### config.mk
export PLATFORM = sky130hd
export DESIGN_NAME = pll_rate_ctrl_flat
export DESIGN_NICKNAME = d
export VERILOG_FILES = /design/src/rtl/pll_rate_ctrl_if.sv /design/src/rtl/pll_rate_ctrl.sv /design/src/flat_wrapper.sv
export SDC_FILE = /design/constraint.sdc
export NUM_CORES = 1
export LEC_CHECK = 0
export CORE_MARGIN = 1.5
export CORE_UTILIZATION = 50
export DETAILED_ROUTE_END_ITERATION = 16
export GPL_TIMING_DRIVEN = 0
export PLACE_DENSITY = 0.76
export SYNTH_ARGS = -nofsm -noshare
export SYNTH_HDL_FRONTEND = slang
export SYNTH_SLANG_ARGS = --single-unit
### constraint.sdc
create_clock -name Ref_Clk -period 2 [get_ports Ref_Clk]
set_input_delay 0.2 -clock Ref_Clk [delete_from_list [all_inputs] [get_ports Ref_Clk]]
set_output_delay 0.2 -clock Ref_Clk [all_outputs]
set_load 0.005 [all_outputs]
### src/rtl/pll_rate_ctrl_if.sv
// Rate-change request/ack handshake between PHY rate negotiation and PLL rate controller.
// Ports: rate_req/rate_ratio (requester->ctrl), rate_ack/rate_err (ctrl->requester).
interface pll_rate_ctrl_if;
  logic       rate_req;
  logic [7:0] rate_ratio;
  logic       rate_ack;
  logic       rate_err;

  modport master (
    output rate_req,
    output rate_ratio,
    input  rate_ack,
    input  rate_err
  );

  modport slave (
    input  rate_req,
    input  rate_ratio,
    output rate_ack,
    output rate_err
  );
endinterface

### src/rtl/pll_rate_ctrl.sv
// TX PLL rate controller: PLL reset sequencing, settle timing and rate-change handshake.
// Ports: Ref_Clk, rst (sync high), rate (slave handshake), pll_rst_n, pll_div_ratio, pll_ready, busy.
module pll_rate_ctrl #(
  parameter int         RST_CYCLES    = 4,
  parameter int         SETTLE_CYCLES = 16,
  parameter logic [7:0] DEFAULT_RATIO = 8'd20,
  parameter int         CNT_W         = 8
) (
  input  logic                Ref_Clk,
  input  logic                rst,
  pll_rate_ctrl_if.slave      rate,
  output logic                pll_rst_n,
  output logic [7:0]          pll_div_ratio,
  output logic                pll_ready,
  output logic                busy
);

  typedef enum logic [1:0] {
    HOLD   = 2'd0,
    SETTLE = 2'd1,
    READY  = 2'd2
  } state_t;

  localparam logic [CNT_W-1:0] RST_LAST = CNT_W'(RST_CYCLES - 1);
  localparam logic [CNT_W-1:0] SET_LAST = CNT_W'(SETTLE_CYCLES - 1);

  state_t           state;
  logic [CNT_W-1:0] cnt;
  logic             pend_vld;
  logic [7:0]       pend_ratio;

  logic             req_ok;
  logic             req_bad;
  logic             eff_vld;
  logic [7:0]       eff_ratio;

  assign req_ok  = rate.rate_req && (rate.rate_ratio != 8'd0);
  assign req_bad = rate.rate_req && (rate.rate_ratio == 8'd0);

  // Pending view including a request sampled on this same edge,
  // so a request landing on the last SETTLE cycle is not lost.
  always_comb begin
    eff_vld   = pend_vld;
    eff_ratio = pend_ratio;
    if (req_ok) begin
      eff_vld   = 1'b1;
      eff_ratio = rate.rate_ratio;
    end
  end

  always_ff @(posedge Ref_Clk) begin
    if (rst) begin
      state         <= HOLD;
      cnt           <= '0;
      pend_vld      <= 1'b0;
      pend_ratio    <= '0;
      pll_rst_n     <= 1'b0;
      pll_div_ratio <= DEFAULT_RATIO;
      pll_ready     <= 1'b0;
      busy          <= 1'b1;
      rate.rate_ack <= 1'b0;
      rate.rate_err <= 1'b0;
    end else begin
      rate.rate_ack <= req_ok;
      rate.rate_err <= req_bad;
      unique case (state)
        HOLD: begin
          pend_vld   <= eff_vld;
          pend_ratio <= eff_ratio;
          if (cnt == RST_LAST) begin
            state     <= SETTLE;
            cnt       <= '0;
            pll_rst_n <= 1'b1;
          end else begin
            cnt <= cnt + 1'b1;
          end
        end
        SETTLE: begin
          if (cnt == SET_LAST) begin
            cnt      <= '0;
            pend_vld <= 1'b0;
            // Relock replaces the ready edge, so pll_ready never glitches.
            if (eff_vld && (eff_ratio != pll_div_ratio)) begin
              state         <= HOLD;
              pll_div_ratio <= eff_ratio;
              pll_rst_n     <= 1'b0;
            end else begin
              state     <= READY;
              pll_ready <= 1'b1;
              busy      <= 1'b0;
            end
          end else begin
            cnt        <= cnt + 1'b1;
            pend_vld   <= eff_vld;
            pend_ratio <= eff_ratio;
          end
        end
        READY: begin
          if (req_ok && (rate.rate_ratio != pll_div_ratio)) begin
            state         <= HOLD;
            cnt           <= '0;
            pll_div_ratio <= rate.rate_ratio;
            pll_rst_n     <= 1'b0;
            pll_ready     <= 1'b0;
            busy          <= 1'b1;
          end
        end
        default: begin
          state     <= HOLD;
          cnt       <= '0;
          pend_vld  <= 1'b0;
          pll_rst_n <= 1'b0;
          pll_ready <= 1'b0;
          busy      <= 1'b1;
        end
      endcase
    end
  end

endmodule

### src/flat_wrapper.sv
// flat-port wrapper written by rule: the top's interface ports become plain ports
module pll_rate_ctrl_flat 
#(
  parameter int         RST_CYCLES    = 4,
  parameter int         SETTLE_CYCLES = 16,
  parameter logic [7:0] DEFAULT_RATIO = 8'd20,
  parameter int         CNT_W         = 8
)
  (Ref_Clk, rst, pll_rst_n, pll_div_ratio, pll_ready, busy, rate_rate_req, rate_rate_ratio, rate_rate_ack, rate_rate_err);
  pll_rate_ctrl_if rate_i ();
  input  logic Ref_Clk;
  input  logic rst;
  output logic pll_rst_n;
  output logic [7:0] pll_div_ratio;
  output logic pll_ready;
  output logic busy;
  input wire logic [$bits(rate_i.rate_req)-1:0] rate_rate_req;
  input wire logic [$bits(rate_i.rate_ratio)-1:0] rate_rate_ratio;
  output wire logic [$bits(rate_i.rate_ack)-1:0] rate_rate_ack;
  output wire logic [$bits(rate_i.rate_err)-1:0] rate_rate_err;
  assign rate_i.rate_req = rate_rate_req;
  assign rate_i.rate_ratio = rate_rate_ratio;
  assign rate_rate_ack = rate_i.rate_ack;
  assign rate_rate_err = rate_i.rate_err;
  pll_rate_ctrl #(.RST_CYCLES(RST_CYCLES), .SETTLE_CYCLES(SETTLE_CYCLES), .DEFAULT_RATIO(DEFAULT_RATIO), .CNT_W(CNT_W)) u_core (.Ref_Clk(Ref_Clk), .rst(rst), .rate(rate_i), .pll_rst_n(pll_rst_n), .pll_div_ratio(pll_div_ratio), .pll_ready(pll_ready), .busy(busy));
endmodule
# --- Word-level counts from Yosys, hierarchy flattened ---
# Index checks and enable logic that the tools add are counted.
totals:
  output_inout_bits: 13
  wordCells: 69
  inputBits: 11
  ff_bits: 32
op_classes:
  reduce_logical: 14
  bitwise: 1
  n_eq_ne: 12
  n_mux: 31
  n_addsub: 1
ops:
  columns: ["cell", "n"]
  rows:
  - ["$mux W8", 8]
  - ["$pmux W8 S2", 2]
  - ["$pmux W8 S3", 1]
  - ["$ne A8 B8 Y1", 2]
  - ["$pmux W1 S3", 4]
  - ["$reduce_and A4 Y1", 3]
  - ["$mux W1", 11]
  - ["$add A8 B1 Y8 const B", 1]
  - ["$eq A8 B2 Y1 const B", 1]
  - ["$eq A8 B4 Y1 const B", 1]
  - ["$logic_not A8 Y1", 1]
  - ["$mux W2", 4]
  - ["$ne A2 B1 Y1 const B", 4]
  - ["$reduce_bool A8 Y1", 1]
  - ["$pmux W2 S3", 1]
  - ["$logic_and A1 B1 Y1", 4]
  - ["$ne A2 B2 Y1 const B", 2]
  - ["$reduce_bool A2 Y1", 2]
  - ["$reduce_and A3 Y1", 1]
  - ["$eq A2 B1 Y1 const B", 1]
  - ["$eq A2 B2 Y1 const B", 1]
  - ["$logic_not A2 Y1", 1]
  - ["$reduce_and A2 Y1", 1]
  - ["$not A1 Y1", 1]

# --- Logic depth before layout (Yosys ltp) ---
# Gate-level depths: netlist of run 1.
depth:
  ltp_word: 8
  mapped_depth: 9
  depth_no_buf: 7

# --- Worst setup path after synthesis of run 1 ---
# OpenSTA, ideal clock, no wires.
synth_timing:
  path_kind: "input port to flip-flop"
  start: "in rate_rate_ratio[5]"
  end: "reg u_core.pll_div_ratio[1]"
  slack_ns: -0.001
  t_arrival_ns: 1.879
  required_ns: 1.878
  setup_ns: 0.122
  stages: 7
  n_path_buf: 1
  cell_sequence: "buf_4 -> nor4_4 -> a31oi_1 -> xnor2_1 -> nor4_4 -> a21oi_2 -> o311a_1"
synth_between:
  elab_chain_len: 7
  word_cells_on_any_way: 14
  cone_classes: "eq/ne (4); mux (5); reduce/logical (5)"
synth_rtl:
  columns: ["item", "line", "source"]
  rows:
  - ["start, declared", "flat_wrapper.sv:18", "input wire logic [$bits(rate_i.rate_ratio)-1:0] rate_rate_ratio;"]
  - ["$reduce_bool A8 Y1", "pll_rate_ctrl.sv:37", "assign req_ok = rate.rate_req && (rate.rate_ratio != 8'd0);"]
  - ["$logic_and A1 B1 Y1", "pll_rate_ctrl.sv:37", null]
  - ["$mux W8", "pll_rate_ctrl.sv:45", "if (req_ok) begin"]
  - ["$ne A8 B8 Y1", "pll_rate_ctrl.sv:83", "if (eff_vld && (eff_ratio != pll_div_ratio)) begin"]
  - ["$logic_and A1 B1 Y1", "pll_rate_ctrl.sv:83", null]
  - ["$ne A2 B1 Y1 (no source line)", null, null]
  - ["$reduce_and A4 Y1 (no source line)", null, null]
  - ["end signal, assigned", "pll_rate_ctrl.sv:85", "pll_div_ratio <= eff_ratio;"]
  - ["end signal, assigned", "pll_rate_ctrl.sv:102", "pll_div_ratio <= rate.rate_ratio;"]
  - ["end, declared", "pll_rate_ctrl.sv:13", "output logic [7:0] pll_div_ratio,"]
# Parallel ways exist; a longest one is shown, timed or not. The select of a mux whose other input is x is not followed.
# A chain may end at the register's enable or synchronous reset.

# --- Worst setup path in the final report of run 1 ---
layout_timing:
  start: "reg u_core.cnt[0]"
  end: "reg u_core.pll_div_ratio[7]"
layout_between:
  elab_chain_len: 3
layout_rtl:
  columns: ["item", "line", "source"]
  rows:
  - ["start, declared", "pll_rate_ctrl.sv:28", "logic [CNT_W-1:0] cnt;"]
  - ["start signal, assigned", "pll_rate_ctrl.sv:75", "cnt <= cnt + 1'b1;"]
  - ["start signal, assigned", "pll_rate_ctrl.sv:93", "cnt <= cnt + 1'b1;"]
  - ["$eq A8 B4 Y1", "pll_rate_ctrl.sv:79", "if (cnt == SET_LAST) begin"]
  - ["$ne A2 B1 Y1 (no source line)", null, null]
  - ["$reduce_and A4 Y1 (no source line)", null, null]
# No other way between the ends.

==> summary.txt, run 1 <==
Finish
  • Final core utilization: 0.7165
  • Nets: 276
  • Commonest non-fill, non-tap cell in the layout: dfxtp_1
  • Most frequent cells in the layout: dfxtp_1 (25), nor2_1 (21), buf_4 (18)
  • Filler cells: 260
  • ANT cells: 0
  • Final Instance Area: 0.002663 mm^2
  • Area Overhead vs Synth: 35.03%
  • Ratio of cells with drive above 1 in the final layout: 0.3358

STA
  • Worst setup margin: -0.03498 ns
  • Min Tclk post-route: 2.035 ns
  • RSZ-0062 raised after global routing: true
  • Worst hold margin: 0.2048 ns
  • Slew HR: 0.6251
  • Setup tns final: -0.05266 ns
  • Final number of setup-violating endpoints: 3
  • Worst slew pin tran: 0.5624 ns
  • Slew Viols, Final: 0
  • Clk_skew: 0.005406 ns
  • FMAX: 491.4 MHz
  • Final hold violations: 0
  • Fin crit share: 1.017

Critical path
  • R2r endpoint: u_core.pll_div_ratio[7]
  • Crit path cell chain: ha_2 > and3_1 > and2_4 > o211ai_1 > buf_4 > a21oi_2 > o21ai_0 > o311a_1
  • Slowest cell delay on critical path: 0.37 ns
  • CP top delay family: compound AO/OA/AOI/OAI gates
  • CP max stage cell: dfxtp_1
  • Worst EP arrival: 2.21 ns
  • CP endpoint kind: register
  • Worst endpoint required time: 2.17 ns
  • WP buf/inv: 1
  • R2r startpoint: u_core.cnt[0]
  • R2r setup slk: -0.03 ns
  • Startpoint Class: register
  • Max FO, Critical Path: 6
  • Critical path type: reg2reg
  • R2R cell count: 8

Power and ir drop
  • Final total power: 1.530 mW
  • Peak VDD IR: 0.4318 mV
  • Pleak: 1.064 nW
  • Pwr per Cell Area: 574.6 mW/mm^2

Yosys
  • Largest family of logic cells by synthesized area: simple AND/OR/NAND/NOR gates
  • Share of the synthesized area in the top cell type: 0.3249
  • Netlist cell types: 48
  • Simple-Gate Fraction of Synth Area: 0.2373
  • Synth Area in Adders: 0.006345
  • Post-Synth XOR/XNOR Area: 0.07107
  • Post-synthesis cell area: 0.001972 mm^2
  • Syn Nets: 236
  • Mux cell area share after synthesis: 0.1168
  • Synth area leader: dfxtp_1
  • Avg Inst Size Synth: 8.803 um^2
  • Sequential-to-total area share from yosys stat: 0.3249
  • Top cells by area, synth: dfxtp_1 (32%), mux2i_1 (5.6%), nor2_1 (4.4%)
  • Yosys warning count: 0
  • Gate Count Post-Synth: 224
  • Synth Area in Compound Gates: 0.1961
  • Seq cells post-synth: 32

Route
  • DR DRC count: 0
  • WL/cell: 18.44 um
  • DR pass1 iterations: 5
  • Vias post-DR: 1967
  • DRT antenna net count: 0
  • Post-Route WL: 5.771 mm
  • Via/cell ratio: 6.284
  • DR iter-0 viols: 222

Status
  • Failing checks: setup timing
  • Status: finished with violations

Floorplan
  • Die height: 65.80 um
  • Die Footprint: 0.004330 mm^2
  • Core area: 0.003716 mm^2
  • Std cell rows: 22
  • Initial Utilization: 0.5306
  • Die Wd: 65.80 um
  • Top-level port count: 24

Clocking
  • Clock Latency Late Sink: 0.29 ns
  • Cts-stage hold buffer count: 0
  • Longest Clk Path Bufs: 2
  • Root buf cell: clkbuf_8
  • Htree depth: 2
  • Cts bufs inserted: 5
  • Clk pin slew, worst setup/hold paths: 0.07 ns
  • CTS tree: yes
  • Clock sink count: 32

Placement
  • Placed instance area: 0.002172 mm^2
  • PortBufs: 14
  • Gpl congestion: 0.8905
  • Hpwl dp: 3.185 mm

Global routing
  • First-pass GRT wire length: 7.493 mm
  • Vias in the first global route: 1584
  • Global Route Usage Sum: 0.2288
  • Largest net degree at the start of global routing: 11
  • Initial antenna violation count: 0
  • GRT overflow: 0

Hold path
  • Worst hold path startpoint: rate_rate_ratio[4]
  • Worst hold stages: 3
  • Hold Path Class: in2reg
  • Hold Path End: u_core.pend_ratio[4]

Run
  • Max Cap Viol: 0
==> through the flow <==
stage	worst slack, ns	cells
6_report	-0.03498	313
3_3_place_gp	-0.7158	286
3_5_place_dp	-0.7394	286
4_1_cts	-0.005896	294
5_1_grt	-0.08591	313
2_1_floorplan	-0.0006344	224
==> how the worst max path moves through the flow <==
| stage | depth (start not counted) | slack (ns) | endpoint | start |
|---|---|---|---|---|
| final | 8 | -0.03 | u_core.pll_div_ratio[7] | u_core.cnt[0] |
| after global routing | 11 | -0.09 | u_core.pll_rst_n | rate_rate_ratio[3] |
| after CTS | 7 | -0.006 | u_core.pll_div_ratio[6] | u_core.pend_ratio[3] |
| after detailed placement | 9 | -0.74 | u_core.pll_div_ratio[5] | rate_rate_req |
| after global placement | 9 | -0.72 | u_core.pll_div_ratio[1] | rate_rate_req |
| after floorplan | 7 | -0.0006 | u_core.pll_div_ratio[1] | rate_rate_ratio[5] |
==> state kept, by name, indices dropped and copies added (netlist names) <==
name                  flops
u_core.rate.rate_ack      1
u_core.state              2
u_core.pend_vld           1
u_core.pend_ratio         8
u_core.pll_rst_n          1
u_core.pll_div_ratio      8
u_core.busy               1
u_core.pll_ready          1
u_core.rate.rate_err      1
u_core.cnt                8
==> kinds of logic (layout without fill, tap and decap cells) <==
kind of cell | after synthesis | in the layout
buffers and inverters | 18 | 58
muxes | 21 | 21
DFF | 32 | 32
xor gates and xnor gates | 16 | 16
AOI/OAI and AO/OA | 56 | 57
adders and majority gates | 1 | 1
and+or+nand+nor | 80 | 80
==> tightest hold or removal path: stages <==
cell	delay, ns
buf_6	0.11
mux2i_1	0.07
nor2_1	0.08
==> power by group <==
group          leakage, nW  internal, mW  switching, mW
Sequential           0.264         0.661         0.0301
Combinational        0.755         0.141          0.177
Clock               0.0455         0.280          0.240
==> routing by layer <==
layer  GRT usage  share of wire
met4      0.1120          0.042
met1      0.3079           0.41
met5           0              0
met3     0.05111          0.071
met2      0.3434           0.47
==> Yosys cell counts (all sizes together) <==
master	count
a211oi	3
dfxtp	32
mux2	10
and4	1
and3	4
a21oi	17
ha	1
nand2	13
o311a	4
xor2	8
nand3	7
a31oi	8
nor3b	1
a2111oi	1
mux2i	11
nor3	11
o211a	1
or3	2
clkbuf	6
o211ai	4
nand2b	1
nand3b	4
xnor2	8
o31ai	1
a22oi	1
nor2b	2
nor4	7
nor2	24
o21a	2
o21ai	11
clkinv	1
buf	9
a21bo	1
o22ai	1
and2	3
a21boi	1
inv	2
==> timing repair <==
item	in CTS	in global routing
gates resized for setup	11	45
setup endpoints to repair	19	24
buffers inserted	0	19
pin swaps	0	14
gates cloned	0	1
==> cell type report <==
type	instances	area, um^2	area share
multi-input cells	175	1479	0.5555
flip-flops and latches	32	654.4	0.2458
repair buffers	33	285.3	0.1071
clock buffers	8	90.09	0.03383
plain buffers	14	82.58	0.03102
well taps	48	60.06	0.02256
inverters	3	11.26	0.004229
(Power assumes the default switching activity.)
==> run 2: changes to the inputs <==
--- a/config.mk
+++ b/config.mk
@@ -8,6 +8,7 @@
 export CORE_MARGIN = 1.5
 export CORE_UTILIZATION = 50
 export DETAILED_ROUTE_END_ITERATION = 16
+export GPL_ROUTABILITY_DRIVEN = 0
 export GPL_TIMING_DRIVEN = 0
 export PLACE_DENSITY = 0.76
 export SYNTH_ARGS = -nofsm -noshare
==> results of run 2 <==
The final DEF is identical to that of run 1; final timing and power are the same.
==> run 3: changes to the inputs <==
--- a/config.mk
+++ b/config.mk
@@ -5,8 +5,9 @@
 export SDC_FILE = /design/constraint.sdc
 export NUM_CORES = 1
 export LEC_CHECK = 0
-export CORE_MARGIN = 1.5
+export CORE_MARGIN = 3
 export CORE_UTILIZATION = 50
+export CTS_CLUSTER_SIZE = 10
 export DETAILED_ROUTE_END_ITERATION = 16
 export GPL_ROUTABILITY_DRIVEN = 0
 export GPL_TIMING_DRIVEN = 0
==> run 3 against run 2 <==
The flow still finishes with violations (setup timing). Hold slack lost 0.018 ns. Die area grew 9.3%. Global-route usage grew 1.3 points. Sequential power shrank 0.7%. Sequential share of layout area grew 0.65 points. Cell count is the same. Utilization shrank 2.4 points. Largest power group unchanged.
==> summary.txt, run 3 (synthesis gave the netlist of run 1 again) <==
Floorplan
  • Initial Utilization: 0.5267 (-0.003902)
  • Top-level port count: 24 (unchanged)
  • Std cell rows: 22 (unchanged)
  • Die Wd: 68.80 um (+4.6%)
  • Die Footprint: 0.004733 mm^2 (+9.3%)
  • Core area: 0.003744 mm^2 (+0.74%)
  • Die height: 68.80 um (+4.6%)

Power and ir drop
  • Final total power: 1.534 mW (+0.24%)
  • Pleak: 1.053 nW (-1.0%)
  • Peak VDD IR: 0.4382 mV (+1.5%)
  • Pwr per Cell Area: 591.2 mW/mm^2 (+2.9%)

Hold path
  • Hold Path Class: in2reg

Global routing
  • Vias in the first global route: 1696 (+7.1%)
  • Initial antenna violation count: 0 (unchanged)
  • Global Route Usage Sum: 0.2416 (+0.01279)
  • GRT overflow: 0 (unchanged)
  • First-pass GRT wire length: 8.418 mm (+12%)
  • Largest net degree at the start of global routing: 11 (unchanged)

Clocking
  • Clock sink count: 32 (unchanged)
  • Cts bufs inserted: 5 (unchanged)
  • Clock Latency Late Sink: 0.30 ns (about the same)
  • Htree depth: 2 (unchanged)
  • Longest Clk Path Bufs: 2 (unchanged)
  • Clk pin slew, worst setup/hold paths: 0.07 ns (about the same)
  • Root buf cell: clkbuf_8
  • CTS tree: yes

Finish
  • Most frequent cells in the layout: dfxtp_1 (27), nor2_1 (21), buf_4 (17)
  • Multi-input logic area: 0.001404 mm^2 (-5.1%)
  • Nets: 276 (unchanged)
  • Area Overhead vs Synth: 31.54%
  • Ratio of cells with drive above 1 in the final layout: 0.3132 (-0.02264)
  • Register area: 654.4 um^2 (unchanged)
  • Top Registers: u_core.cnt: 8 flops, u_core.pend_ratio: 8 flops, u_core.pll_div_ratio: 8 flops
  • Final non-filler cell total: 313 (unchanged)
  • Final core utilization: 0.6928 (-0.02365)
  • Filler cells: 294 (+13%)
  • Commonest non-fill, non-tap cell in the layout: dfxtp_1
  • ANT cells: 0 (unchanged)
  • Final Instance Area: 0.002594 mm^2 (-2.6%)

STA
  • FMAX: 498.2 MHz (+1.4%)
  • Slew HR: 0.6176 (-0.007527)
  • Min Tclk post-route: 2.007 ns (-0.02761 ns)
  • Worst setup margin: -0.007368 ns (+0.02761 ns)
  • Setup tns final: -0.01443 ns (+0.03823 ns)
  • Fin crit share: 1.004 (-0.01381)
  • Final hold violations: 0 (unchanged)
  • RSZ-0062 raised after global routing: true
  • Clk_skew: 0.006924 ns (+0.001517 ns)
  • Final number of setup-violating endpoints: 2 (-1)
  • Slew Viols, Final: 0 (unchanged)
  • Worst slew pin tran: 0.5737 ns (+0.01129 ns)

Status
  • Failing checks: setup timing
  • Status: finished with violations

Critical path
  • CP max stage cell: dfxtp_4
  • CP top delay family: compound AO/OA/AOI/OAI gates
  • Startpoint Class: register
  • Max FO, Critical Path: 4 (-2)
  • Crit path cell chain: mux2_4 > a31oi_4 > xnor2_2 > nor4_4 > buf_4 > buf_4 > a21oi_4 > o21ai_0 > o311a_1
  • Slowest cell delay on critical path: 0.35 ns (-0.02 ns)
  • WP buf/inv: 2 (+1)
  • Critical path type: reg2reg
  • Worst EP arrival: 2.25 ns (+0.04 ns)
  • CP endpoint kind: register
  • Crit-path most repeated cell: buf_4
  • Worst endpoint required time: 2.25 ns (+0.08 ns)

Route
  • DRT antenna net count: 0 (unchanged)
  • DR pass1 iterations: 4 (-1)
  • Post-Route WL: 5.420 mm (-6.1%)
  • Via/cell ratio: 6.016 (-4.3%)
  • WL/cell: 17.32 um (-6.1%)
  • Vias post-DR: 1883 (-4.3%)
  • DR DRC count: 0 (unchanged)
  • DR iter-0 viols: 191 (-14%)

Placement
  • Hpwl dp: 3.246 mm (+1.9%)
  • PortBufs: 14 (unchanged)
  • Placed insts: 286 (unchanged)
  • Placed instance area: 0.002172 mm^2 (unchanged)

Run
  • Max Cap Viol: 0 (unchanged)
## run 3: path summary, 6_finish.rpt
path                                      startpoint                      end  slack [ns]  cells past startpoint
worst max register to register  u_core.pend_ratio[5]  u_core.pll_div_ratio[3]      -0.007                      9
worst min register to register           u_core.busy              u_core.busy        0.47                      2
worst max-delay path            u_core.pend_ratio[5]  u_core.pll_div_ratio[3]      -0.007                      9
worst min-delay path              rate_rate_ratio[4]     u_core.pend_ratio[4]        0.19                      3
## run 3: final cells by class
cell class                 count  share of cell area
buffer                        14             0.03329
clock buffer                   6             0.03184
clock inverter                 2            0.003859
inverter                       3            0.004342
multi-input combinational    175              0.5412
sequential                    32              0.2523
tap                           48             0.02315
timing repair buffer          33              0.1100
## run 3: worst reg2reg max path: cells and delay by family (launching register included)
| kind | cells | cell delay, ns |
|---|---|---|
| simple gates | 1 | 0.29 |
| mux | 1 | 0.28 |
| flops | 1 | 0.35 |
| xor+xnor | 1 | 0.12 |
| buf+inv | 2 | 0.32 |
| compound gates | 4 | 0.60 |
## run 3: power breakdown
part	leakage, nW	switching [mW]	internal [mW]	total (mW)
combinational	0.738	0.168	0.134	0.301
clock	0.0510	0.271	0.275	0.546
sequential	0.264	0.0260	0.660	0.686
total	1.05	0.465	1.07	1.53
## run 3: what timing repair did
action | CTS | global route
hold buffers | 0 | 0
setup buffers | 9 | 10
hold endpoints to repair | 0 | 0
setup endpoints to repair | 19 | 26
pin swaps | 4 | 13
gates resized for setup | 23 | 25
gates cloned | 1 | 0
## run 3: metal layers
layer | global-route usage | vias to the layer above | wire length, um
met5 | 0 | - | 0
met4 | 0.08273 | 0 | 68
met3 | 0.05186 | 8 | 349
met2 | 0.3611 | 67 | 2509
met1 | 0.3412 | 903 | 2493
li1 | - | 905 | -
## run 3: per-stage QoR
step	worst slack, ns	hold slack [ns]
after floorplan	-0.0006344	0.4508
after global placement	-0.7091	0.4520
after detailed placement	-0.7888	0.4498
after CTS	-0.004396	0.1888
after global routing	-0.09693	0.2229
final	-0.007368	0.1866
